$ cat src/rtl/k_alu_scheduler.sv
// rtl/k_alu_scheduler.sv - two-requester round-robin scheduler for a shared add/sub/mul ALU
module k_alu_scheduler #(
  parameter int EXEC_CYCLES = 2
) (
  input  logic       clk,
  input  logic       reset,
  input  logic [1:0] req,
  input  logic [1:0] op0,
  input  logic [1:0] op1,
  input  logic [3:0] a0,
  input  logic [3:0] b0,
  input  logic [3:0] a1,
  input  logic [3:0] b1,
  output logic [1:0] ack,
  output logic [7:0] result,
  output logic       result_id,
  output logic       err,
  output logic       busy,
  output logic [3:0] alu_r1,
  output logic [3:0] alu_r2,
  output logic [1:0] alu_switch,
  input  logic [7:0] alu_r3
);

  typedef enum logic [1:0] {IDLE, EXEC, DONE} state_t;

  localparam logic [3:0] CNT_INIT = 4'(EXEC_CYCLES - 1);

  state_t     state_q, state_d;
  logic [3:0] cnt_q, cnt_d;
  logic [1:0] op_q, op_d;
  logic [3:0] a_q, a_d;
  logic [3:0] b_q, b_d;
  logic       gnt_q, gnt_d;
  logic       last_q, last_d;
  logic [7:0] result_q, result_d;
  logic       rid_q, rid_d;
  logic       err_q, err_d;
  logic       pick;

  always_ff @(posedge clk) begin
    if (reset) state_q <= IDLE;
    else       state_q <= state_d;
  end

  always_ff @(posedge clk) begin
    if (reset) begin
      cnt_q    <= 4'd0;
      op_q     <= 2'd0;
      a_q      <= 4'd0;
      b_q      <= 4'd0;
      gnt_q    <= 1'b0;
      last_q   <= 1'b1;
      result_q <= 8'h00;
      rid_q    <= 1'b0;
      err_q    <= 1'b0;
    end else begin
      cnt_q    <= cnt_d;
      op_q     <= op_d;
      a_q      <= a_d;
      b_q      <= b_d;
      gnt_q    <= gnt_d;
      last_q   <= last_d;
      result_q <= result_d;
      rid_q    <= rid_d;
      err_q    <= err_d;
    end
  end

  always_comb begin
    state_d = state_q;
    case (state_q)
      IDLE:    if (req != 2'b00) state_d = EXEC;
      EXEC:    if (cnt_q == 4'd0) state_d = DONE;
      DONE:    state_d = IDLE;
      default: state_d = IDLE;
    endcase
  end

  // On a tie the requester not granted last time wins.
  always_comb begin
    pick     = (req == 2'b11) ? ~last_q : req[1];
    cnt_d    = cnt_q;
    op_d     = op_q;
    a_d      = a_q;
    b_d      = b_q;
    gnt_d    = gnt_q;
    last_d   = last_q;
    result_d = result_q;
    rid_d    = rid_q;
    err_d    = 1'b0;
    case (state_q)
      IDLE: begin
        if (req != 2'b00) begin
          gnt_d = pick;
          op_d  = pick ? op1 : op0;
          a_d   = pick ? a1 : a0;
          b_d   = pick ? b1 : b0;
          cnt_d = CNT_INIT;
        end
      end
      EXEC: begin
        if (cnt_q != 4'd0) begin
          cnt_d = cnt_q - 4'd1;
        end else begin
          result_d = (op_q == 2'b11) ? 8'h00 : alu_r3;
          rid_d    = gnt_q;
          err_d    = (op_q == 2'b11);
        end
      end
      DONE:    last_d = gnt_q;
      default: ;
    endcase
  end

  always_comb begin
    ack        = 2'b00;
    alu_r1     = 4'd0;
    alu_r2     = 4'd0;
    alu_switch = 2'd0;
    busy       = (state_q != IDLE);
    result     = result_q;
    result_id  = rid_q;
    err        = err_q;
    if (state_q == DONE) ack = gnt_q ? 2'b10 : 2'b01;
    if (state_q == EXEC) begin
      alu_r1     = a_q;
      alu_r2     = b_q;
      alu_switch = op_q;
    end
  end

endmodule

$ cat config.mk
export PLATFORM = sky130hd
export DESIGN_NAME = k_alu_scheduler
export DESIGN_NICKNAME = d
export VERILOG_FILES = /design/src/rtl/k_alu_scheduler.sv
export SDC_FILE = /design/constraint.sdc
export NUM_CORES = 1
export LEC_CHECK = 0
export ABC_AREA = 1
export BUFFER_PORTS_ARGS = -buffer_cell sky130_fd_sc_hd__buf_2
export CORE_AREA = 2 2 68 64
export CTS_BUF_LIST = sky130_fd_sc_hd__clkbuf_8 sky130_fd_sc_hd__clkbuf_16
export DETAILED_ROUTE_END_ITERATION = 10
export DIE_AREA = 0 0 70 66
export GPL_TIMING_DRIVEN = 0
export SETUP_SLACK_MARGIN = 0.15
export SYNTH_ARGS = -nofsm -noshare
export SYNTH_HDL_FRONTEND = slang
export SYNTH_SLANG_ARGS = --single-unit
export TNS_END_PERCENT = 1
$ cat constraint.sdc
create_clock -name clk -period 1.6 [get_ports clk]
set_clock_uncertainty 0.15 [all_clocks]
set_input_delay 0.32 -clock clk [delete_from_list [all_inputs] [get_ports clk]]
set_output_delay 0.32 -clock clk [all_outputs]
set_load 0.02 [all_outputs]
==> impl_table.tex, run 1 <==
\begin{tabular}{lr}
\hline
Metric & Value \\
\hline
\multicolumn{2}{l}{\textbf{Clock network}} \\
Insertion delay to the later sink of the worst-skew pair & 0.27 ns \\
Reg clk slew, reported paths & 0.09 ns \\
TritonCTS buffer count & 3 \\
CTS tree & yes \\
\# clock sinks & 28 \\
Root Driver & sky130\_fd\_sc\_hd\_\_clkbuf\_8 \\
Number of H-tree branching levels & 1 \\
Deepest clock path buffer count & 2 \\
\multicolumn{2}{l}{\textbf{Yosys}} \\
Mapped Nets & 215 \\
Number of flip-flops and latches in the synthesized netlist & 28 \\
Count of synthesis-stage warnings from yosys & 0 \\
Synth top area cells & sky130\_fd\_sc\_hd\_\_dfxtp\_1 42\%, sky130\_fd\_sc\_hd\_\_nand2\_1 10\%, sky130\_fd\_sc\_hd\_\_o22ai\_2 9.4\% \\
Count of mapped cells out of synthesis & 181 \\
Proportion of synthesized chip area in sequential cells & 42.1\% \\
Synthesized area per cell & 7.35 um\^{}2 \\
Fraction of synthesized cell area taken by the top area cell type & 42.1\% \\
Number of unique standard cell types used by synthesis & 19 \\
Mapped Area & 0.00133 mm\^{}2 \\
Most area-hungry cell type in the Yosys netlist & sky130\_fd\_sc\_hd\_\_dfxtp\_1 \\
\multicolumn{2}{l}{\textbf{Floorplan}} \\
Initial cell density of the core & 34.0\% \\
Height of the chip & 66 um \\
Overall die width & 70 um \\
Floorplan core area & 0.00391 mm\^{}2 \\
Cell row count & 22 \\
Floorplan die area & 0.00462 mm\^{}2 \\
I/O pin count & 55 \\
\multicolumn{2}{l}{\textbf{Timing}} \\
Transition at the pin with the smallest max-transition slack & 0.321 ns \\
Number of max-slew violations in the final report & 0 \\
Count of endpoints failing setup in the final report & 0 \\
Part of the cycle the worst path needs & 99.6\% \\
Setup repair after global routing missed its margin & yes \\
Time the worst path needs with I/O delays and setup & 1.59 ns \\
Relative slew slack & 78.5\% \\
Fmax achieved & 0.627 GHz \\
Final setup margin & 0.00605 ns \\
Hold Vio Cnt, Final & 0 \\
\multicolumn{2}{l}{\textbf{Critical path}} \\
Type of element launching the critical path & flop \\
Arrival time at the worst endpoint & 1.12 ns \\
Category of the worst setup path capture point & output pin \\
Data required, critical path & 1.13 ns \\
Largest driver fanout on the critical path & 5 \\
Critical path class & reg -> out \\
\multicolumn{2}{l}{\textbf{Routing}} \\
Iteration count of the initial detailed-routing pass & 4 \\
Routed WL & 3250 um \\
Remaining antenna violation count after routing & 0 \\
Drt wl/cell & 11.3 um \\
Initial DRC Count & 29 \\
Remaining routing DRC violations & 0 \\
Via-to-Cell Ratio & 4.51 \\
Overall via count from detail\_route & 1,302 \\
\multicolumn{2}{l}{\textbf{Placed design}} \\
Total cell area at the placement stage & 0.00166 mm\^{}2 \\
DPL Wire Length & 2320 um \\
Routability Congestion & 0.720 \\
Port buffer count & 53 \\
Pre-CTS setup slack & 0.104 ns \\
\multicolumn{2}{l}{\textbf{Global route}} \\
Global-route wire length before repair & 4950 um \\
Antenna violations before repair & 0 \\
Vias in the first global route & 1,123 \\
GRT Resource Usage Total & 13.4\% \\
Largest net degree at the start of global routing & 17 \\
Global route overflow & 0 \\
\multicolumn{2}{l}{\textbf{Finish}} \\
Antenna diode instance count & 0 \\
Commonest cells after routing, fill and taps aside & 44 x sky130\_fd\_sc\_hd\_\_buf\_2, 31 x sky130\_fd\_sc\_hd\_\_nand2\_1, 26 x sky130\_fd\_sc\_hd\_\_inv\_1, 24 x sky130\_fd\_sc\_hd\_\_dfxtp\_1, 18 x sky130\_fd\_sc\_hd\_\_nor2\_1 \\
Layout Nets & 276 \\
Share of final-layout standard cells stronger than drive strength 1 & 48.5\% \\
Post-route standard cell area excluding fillers & 0.00201 mm\^{}2 \\
Area Growth Syn to Fin & 51.0\% \\
Most common cell after layout, fill and taps aside & sky130\_fd\_sc\_hd\_\_buf\_2 \\
\multicolumn{2}{l}{\textbf{Outcome}} \\
Status & finished, final reports clean \\
\multicolumn{2}{l}{\textbf{Min path}} \\
Worst hold path type & in -> reg \\
\multicolumn{2}{l}{\textbf{Pwr}} \\
Overall Power & 2.19 mW \\
Leak pwr & 0.940 nW \\
Maximum vdd drop & 0.606 mV \\
Pwr Density & 1090 mW/mm\^{}2 \\
\multicolumn{2}{l}{\textbf{Job}} \\
Number of max-capacitance violations reported & 0 \\
\hline
\end{tabular}
## report_power, final
part | internal, mW | switching, mW
registers | 0.796 | 0.0572
clock network | 0.335 | 0.222
logic | 0.306 | 0.472
total | 1.44 | 0.751
## registers in the layout, indices dropped and copies added (netlist names)
register	flops
result	8
last_q	1
gnt_q	1
cnt_q	4
result_id	1
op_q	2
a_q	4
b_q	4
state_q	2
err	1
## cells in the mapped netlist
cell type / n
sky130_fd_sc_hd__a21oi_1: 9
sky130_fd_sc_hd__buf_2: 4
sky130_fd_sc_hd__buf_6: 1
sky130_fd_sc_hd__dfxtp_1: 28
sky130_fd_sc_hd__ha_1: 2
sky130_fd_sc_hd__inv_1: 29
sky130_fd_sc_hd__inv_2: 4
sky130_fd_sc_hd__nand2_1: 36
sky130_fd_sc_hd__nand2_2: 3
sky130_fd_sc_hd__nand3_1: 10
sky130_fd_sc_hd__nand4_1: 1
sky130_fd_sc_hd__nor2_1: 29
sky130_fd_sc_hd__nor2_2: 1
sky130_fd_sc_hd__nor2_4: 2
sky130_fd_sc_hd__nor3_1: 1
sky130_fd_sc_hd__o21ai_0: 4
sky130_fd_sc_hd__o21ai_1: 6
sky130_fd_sc_hd__o21ai_4: 1
sky130_fd_sc_hd__o22ai_2: 10
## metrics by stage
step / instances / hold WS, ns / setup TNS [ns] / utilization, %
2_1_floorplan: 181 / 0.292 / 0 / -
3_3_place_gp: 282 / 0.304 / 0 / 42.3
3_5_place_dp: 282 / 0.306 / 0 / 42.3
4_1_cts: 288 / 0.133 / 0 / 47.4
5_1_grt: 289 / 0.128 / -0.268 / 51.4
6_report: 289 / 0.132 / 0 / 51.4
## final timing paths
| path | start | to | slack (ns) | depth (start not counted) |
|---|---|---|---|---|
| max reg2reg | cnt_q[1] | result[5] | 0.13 | 7 |
| min reg2reg | result[4] | result[4] | 0.31 | 2 |
| max | state_q[1] | alu_switch[1] | 0.006 | 5 |
| min | alu_r3[0] | result[0] | 0.13 | 3 |
## per-layer routing
layer	GRT usage, %	vias up	part of all wire [%]	wire length (um)
met1	16.7	594	45	1470
met5	0	-	0	0
li1	-	684	-	-
met2	23.2	22	50	1630
met4	2.88	0	1.0	34
met3	3.51	2	3.6	117
## logic make-up (layout without fill, tap and decap cells)
kind of cell	count (synthesis)	count (layout)	synth area share, %
AO/OA/AOI/OAI	30	30	17.8
flip-flops	28	28	42.1
buffers and inverters	38	98	11.7
AND/OR/NAND/NOR	83	83	26.5
adder cells (fa/ha/maj)	2	2	1.88
## what timing repair did
item                                    in CTS  in global routing
pin swaps                                    1                 15
hold buffers                                 0                  0
setup buffers                                1                  1
gates cloned                                 1                  0
resized for setup                           38                 41
endpoints found under the setup margin      13                 25
## cell type report
class	count	area, um^2
Sequential cell	28	568
Buffer	5	46.3
Tap cell	48	60.1
Multi-Input combinational cell	115	768
Clock buffer	3	41.3
Fill cell	386	1900
Clock inverter	1	30.0
Timing Repair Buffer	56	363
Inverter	33	131
## critical path, stage by stage (launching register included)
cell,delay [ns]
sky130_fd_sc_hd__dfxtp_2,0.35
sky130_fd_sc_hd__inv_2,0.06
sky130_fd_sc_hd__nand2_4,0.07
sky130_fd_sc_hd__buf_12,0.15
sky130_fd_sc_hd__nor2_4,0.09
sky130_fd_sc_hd__buf_6,0.12
Note: power is estimated with default switching activity, not from simulation.
==> inputs of run 2 (changes only) <==
--- a/config.mk
+++ b/config.mk
@@ -12,6 +12,7 @@
 export DETAILED_ROUTE_END_ITERATION = 10
 export DIE_AREA = 0 0 70 66
 export GPL_TIMING_DRIVEN = 0
+export RECOVER_POWER = 100
 export SETUP_SLACK_MARGIN = 0.15
 export SYNTH_ARGS = -nofsm -noshare
 export SYNTH_HDL_FRONTEND = slang
==> constraint.sdc (replaced) <==
create_clock -name clk -period 1.55 [get_ports clk]
set_clock_uncertainty 0.15 [all_clocks]
set_input_delay 0.31 -clock clk [delete_from_list [all_inputs] [get_ports clk]]
set_output_delay 0.31 -clock clk [all_outputs]
set_load 0.02 [all_outputs]
==> run 2 against run 1 <==
Effect of this change: the run now ends with negative setup slack left; register-to-register slack got worse by 0.05 ns; routed wire length up 0.68%; global-route usage is 0.23 points higher; cell count unchanged; first-iteration DRC count fell by 21%; largest cell class unchanged; critical endpoint unchanged; core utilization shrank 1.9 points; die area unchanged; sequential share of layout area is 1.1 points higher; highest routed layer unchanged; design area down 3.7%.
==> impl_table.tex, run 2 (synthesis results as in run 1) <==
\begin{tabular}{lr}
\hline
Metric & Value \\
\hline
\multicolumn{2}{l}{\textbf{Outcome}} \\
Status & finished with violations \\
Violated checks & negative setup slack \\
\multicolumn{2}{l}{\textbf{Finish}} \\
Flip-flop count of the largest register, all copies and words added & 8 \\
Antenna diode instance count & 0 \\
Commonest cells after routing, fill and taps aside & 34 x sky130\_fd\_sc\_hd\_\_nand2\_1, 33 x sky130\_fd\_sc\_hd\_\_buf\_2, 27 x sky130\_fd\_sc\_hd\_\_inv\_1, 24 x sky130\_fd\_sc\_hd\_\_dfxtp\_1, 18 x sky130\_fd\_sc\_hd\_\_nor2\_1 \\
Area Growth Syn to Fin & 45.3\% \\
Layout Nets & 276 \\
Most common cell after layout, fill and taps aside & sky130\_fd\_sc\_hd\_\_nand2\_1 \\
Share of final-layout standard cells stronger than drive strength 1 & 40.7\% \\
Post-Route Utilization & 49.5\% \\
\multicolumn{2}{l}{\textbf{Min path}} \\
Worst Min Path Start & a1[2] \\
Worst hold path type & in -> reg \\
Cell depth of the worst hold path & 3 \\
Hold path endpoint & a\_q[2] \\
\multicolumn{2}{l}{\textbf{Critical path}} \\
End of the worst register-to-register path & op\_q[0] \\
Arrival time at the worst endpoint & 1.13 ns \\
Internal reg-to-reg setup slack & 0.08 ns \\
Category of the worst setup path capture point & output pin \\
Worst r2r path cells & 5 \\
Data required, critical path & 1.09 ns \\
Critical path class & reg -> out \\
Type of element launching the critical path & flop \\
Largest driver fanout on the critical path & 5 \\
First element of the critical path & state\_q[1] \\
Crit Reg-Reg Startpoint & state\_q[1] \\
\multicolumn{2}{l}{\textbf{Clock network}} \\
\# clock sinks & 28 \\
CTS tree & yes \\
Deepest clock path buffer count & 2 \\
Number of H-tree branching levels & 1 \\
Hold buffer count at CTS & 0 \\
Insertion delay to the later sink of the worst-skew pair & 0.28 ns \\
Root Driver & sky130\_fd\_sc\_hd\_\_clkbuf\_8 \\
TritonCTS buffer count & 3 \\
Reg clk slew, reported paths & 0.10 ns \\
\multicolumn{2}{l}{\textbf{Pwr}} \\
Leak pwr & 0.877 nW \\
Sequential power share & 39.8\% \\
Clock share of power & 26.2\% \\
Total net switching power & 751 uW \\
Maximum vdd drop & 0.627 mV \\
Design internal power & 1.45 mW \\
Pwr Density & 1140 mW/mm\^{}2 \\
Fraction of power consumed by combinational cells & 34.0\% \\
Switching part of the total power & 34.1\% \\
\multicolumn{2}{l}{\textbf{Routing}} \\
Iteration count of the initial detailed-routing pass & 4 \\
Remaining antenna violation count after routing & 0 \\
Initial DRC Count & 23 \\
Drt wl/cell & 11.3 um \\
Remaining routing DRC violations & 0 \\
Routed WL & 3270 um \\
Via-to-Cell Ratio & 4.50 \\
Overall via count from detail\_route & 1,301 \\
\multicolumn{2}{l}{\textbf{Placed design}} \\
Routability Congestion & 0.720 \\
Port buffer count & 53 \\
DPL Wire Length & 2320 um \\
Pre-CTS setup slack & 0.0644 ns \\
\multicolumn{2}{l}{\textbf{Job}} \\
Number of max-capacitance violations reported & 0 \\
\multicolumn{2}{l}{\textbf{Global route}} \\
Global Route met3 Usage & 3.51\% \\
Met1 Resource Use GR & 17.0\% \\
Global routing usage on met2 & 23.7\% \\
Global route overflow & 0 \\
Largest net degree at the start of global routing & 17 \\
Antenna violations before repair & 0 \\
Vias in the first global route & 1,132 \\
Global-route wire length before repair & 5040 um \\
GRT Resource Usage Total & 13.6\% \\
GR peak layer & met2 \\
\multicolumn{2}{l}{\textbf{Timing}} \\
Time the worst path needs with I/O delays and setup & 1.59 ns \\
Part of the cycle the worst path needs & 103\% \\
Relative slew slack & 77.9\% \\
Final setup margin & -0.0417 ns \\
Final sum of negative setup slack & -0.190 ns \\
Number of max-slew violations in the final report & 0 \\
Transition at the pin with the smallest max-transition slack & 0.330 ns \\
Count of endpoints failing setup in the final report & 10 \\
Hold Vio Cnt, Final & 0 \\
Setup repair after global routing missed its margin & yes \\
Fmax achieved & 0.628 GHz \\
Hold slack & 0.127 ns \\
\multicolumn{2}{l}{\textbf{Floorplan}} \\
Height of the chip & 66 um \\
Initial cell density of the core & 34.0\% \\
Floorplan die area & 0.00462 mm\^{}2 \\
Floorplan core area & 0.00391 mm\^{}2 \\
I/O pin count & 55 \\
Overall die width & 70 um \\
Cell row count & 22 \\
\hline
\end{tabular}
-- run 2: worst max-delay path by stage --
stage	end	slack [ns]	cells after the start
CTS	alu_r1[1]	-0.03	5
floorplan	alu_r1[0]	0.17	3
global route	alu_r1[3]	-0.08	5
finish	alu_switch[1]	-0.04	5
detailed placement	alu_r1[3]	0.06	5
global placement	alu_r1[3]	0.08	5
-- run 2: worst max-delay path, stage by stage, from the launching register on --
cell,delay [ns]
sky130_fd_sc_hd__dfxtp_2,0.35
sky130_fd_sc_hd__inv_2,0.06
sky130_fd_sc_hd__nand2_4,0.07
sky130_fd_sc_hd__buf_12,0.15
sky130_fd_sc_hd__nor2_4,0.10
sky130_fd_sc_hd__buf_6,0.12
-- run 2: what timing repair did --
action / 4_1_cts / 5_1_grt
setup endpoints to repair: 22 / 24
pin swaps: 4 / 9
resized for setup: 49 / 26
buffers inserted: 1 / 1
cloned: 1 / 0
hold endpoints to repair: 0 / 0
-- run 2: layout make-up --
type	count	area [um^2]
Sequential cell	28	568
Inverter	33	124
Buffer	5	40.0
Tap cell	48	60.1
Timing Repair Buffer	56	350
Clock buffer	3	41.3
Fill cell	407	1980
Clock inverter	1	30.0
Multi-Input combinational cell	115	719
-- run 2: power by group through the flow --
stage / clock network, mW / logic [mW] / registers [mW]
finish: 0.577 / 0.748 / 0.877
global placement: 0 / 0.602 / 0.878
global route: 0.622 / 0.821 / 0.889
CTS: 0.585 / 0.717 / 0.873
floorplan: 0 / 0.406 / 0.906
detailed placement: 0 / 0.609 / 0.880
-- run 2: stage by stage --
stage / std cells / total power, mW / instance area (um^2)
global placement: 282 / 1.48 / 1660
detailed placement: 282 / 1.49 / 1660
finish: 289 / 2.20 / 1930
floorplan: 181 / 1.31 / 1330
CTS: 288 / 2.17 / 1880
global route: 289 / 2.33 / 1930
-- run 2: metal layers --
layer | routed length (um) | vias up
li1 | - | 683
met4 | 30 | 0
met3 | 127 | 2
met2 | 1650 | 26
met1 | 1460 | 590
met5 | 0 | -
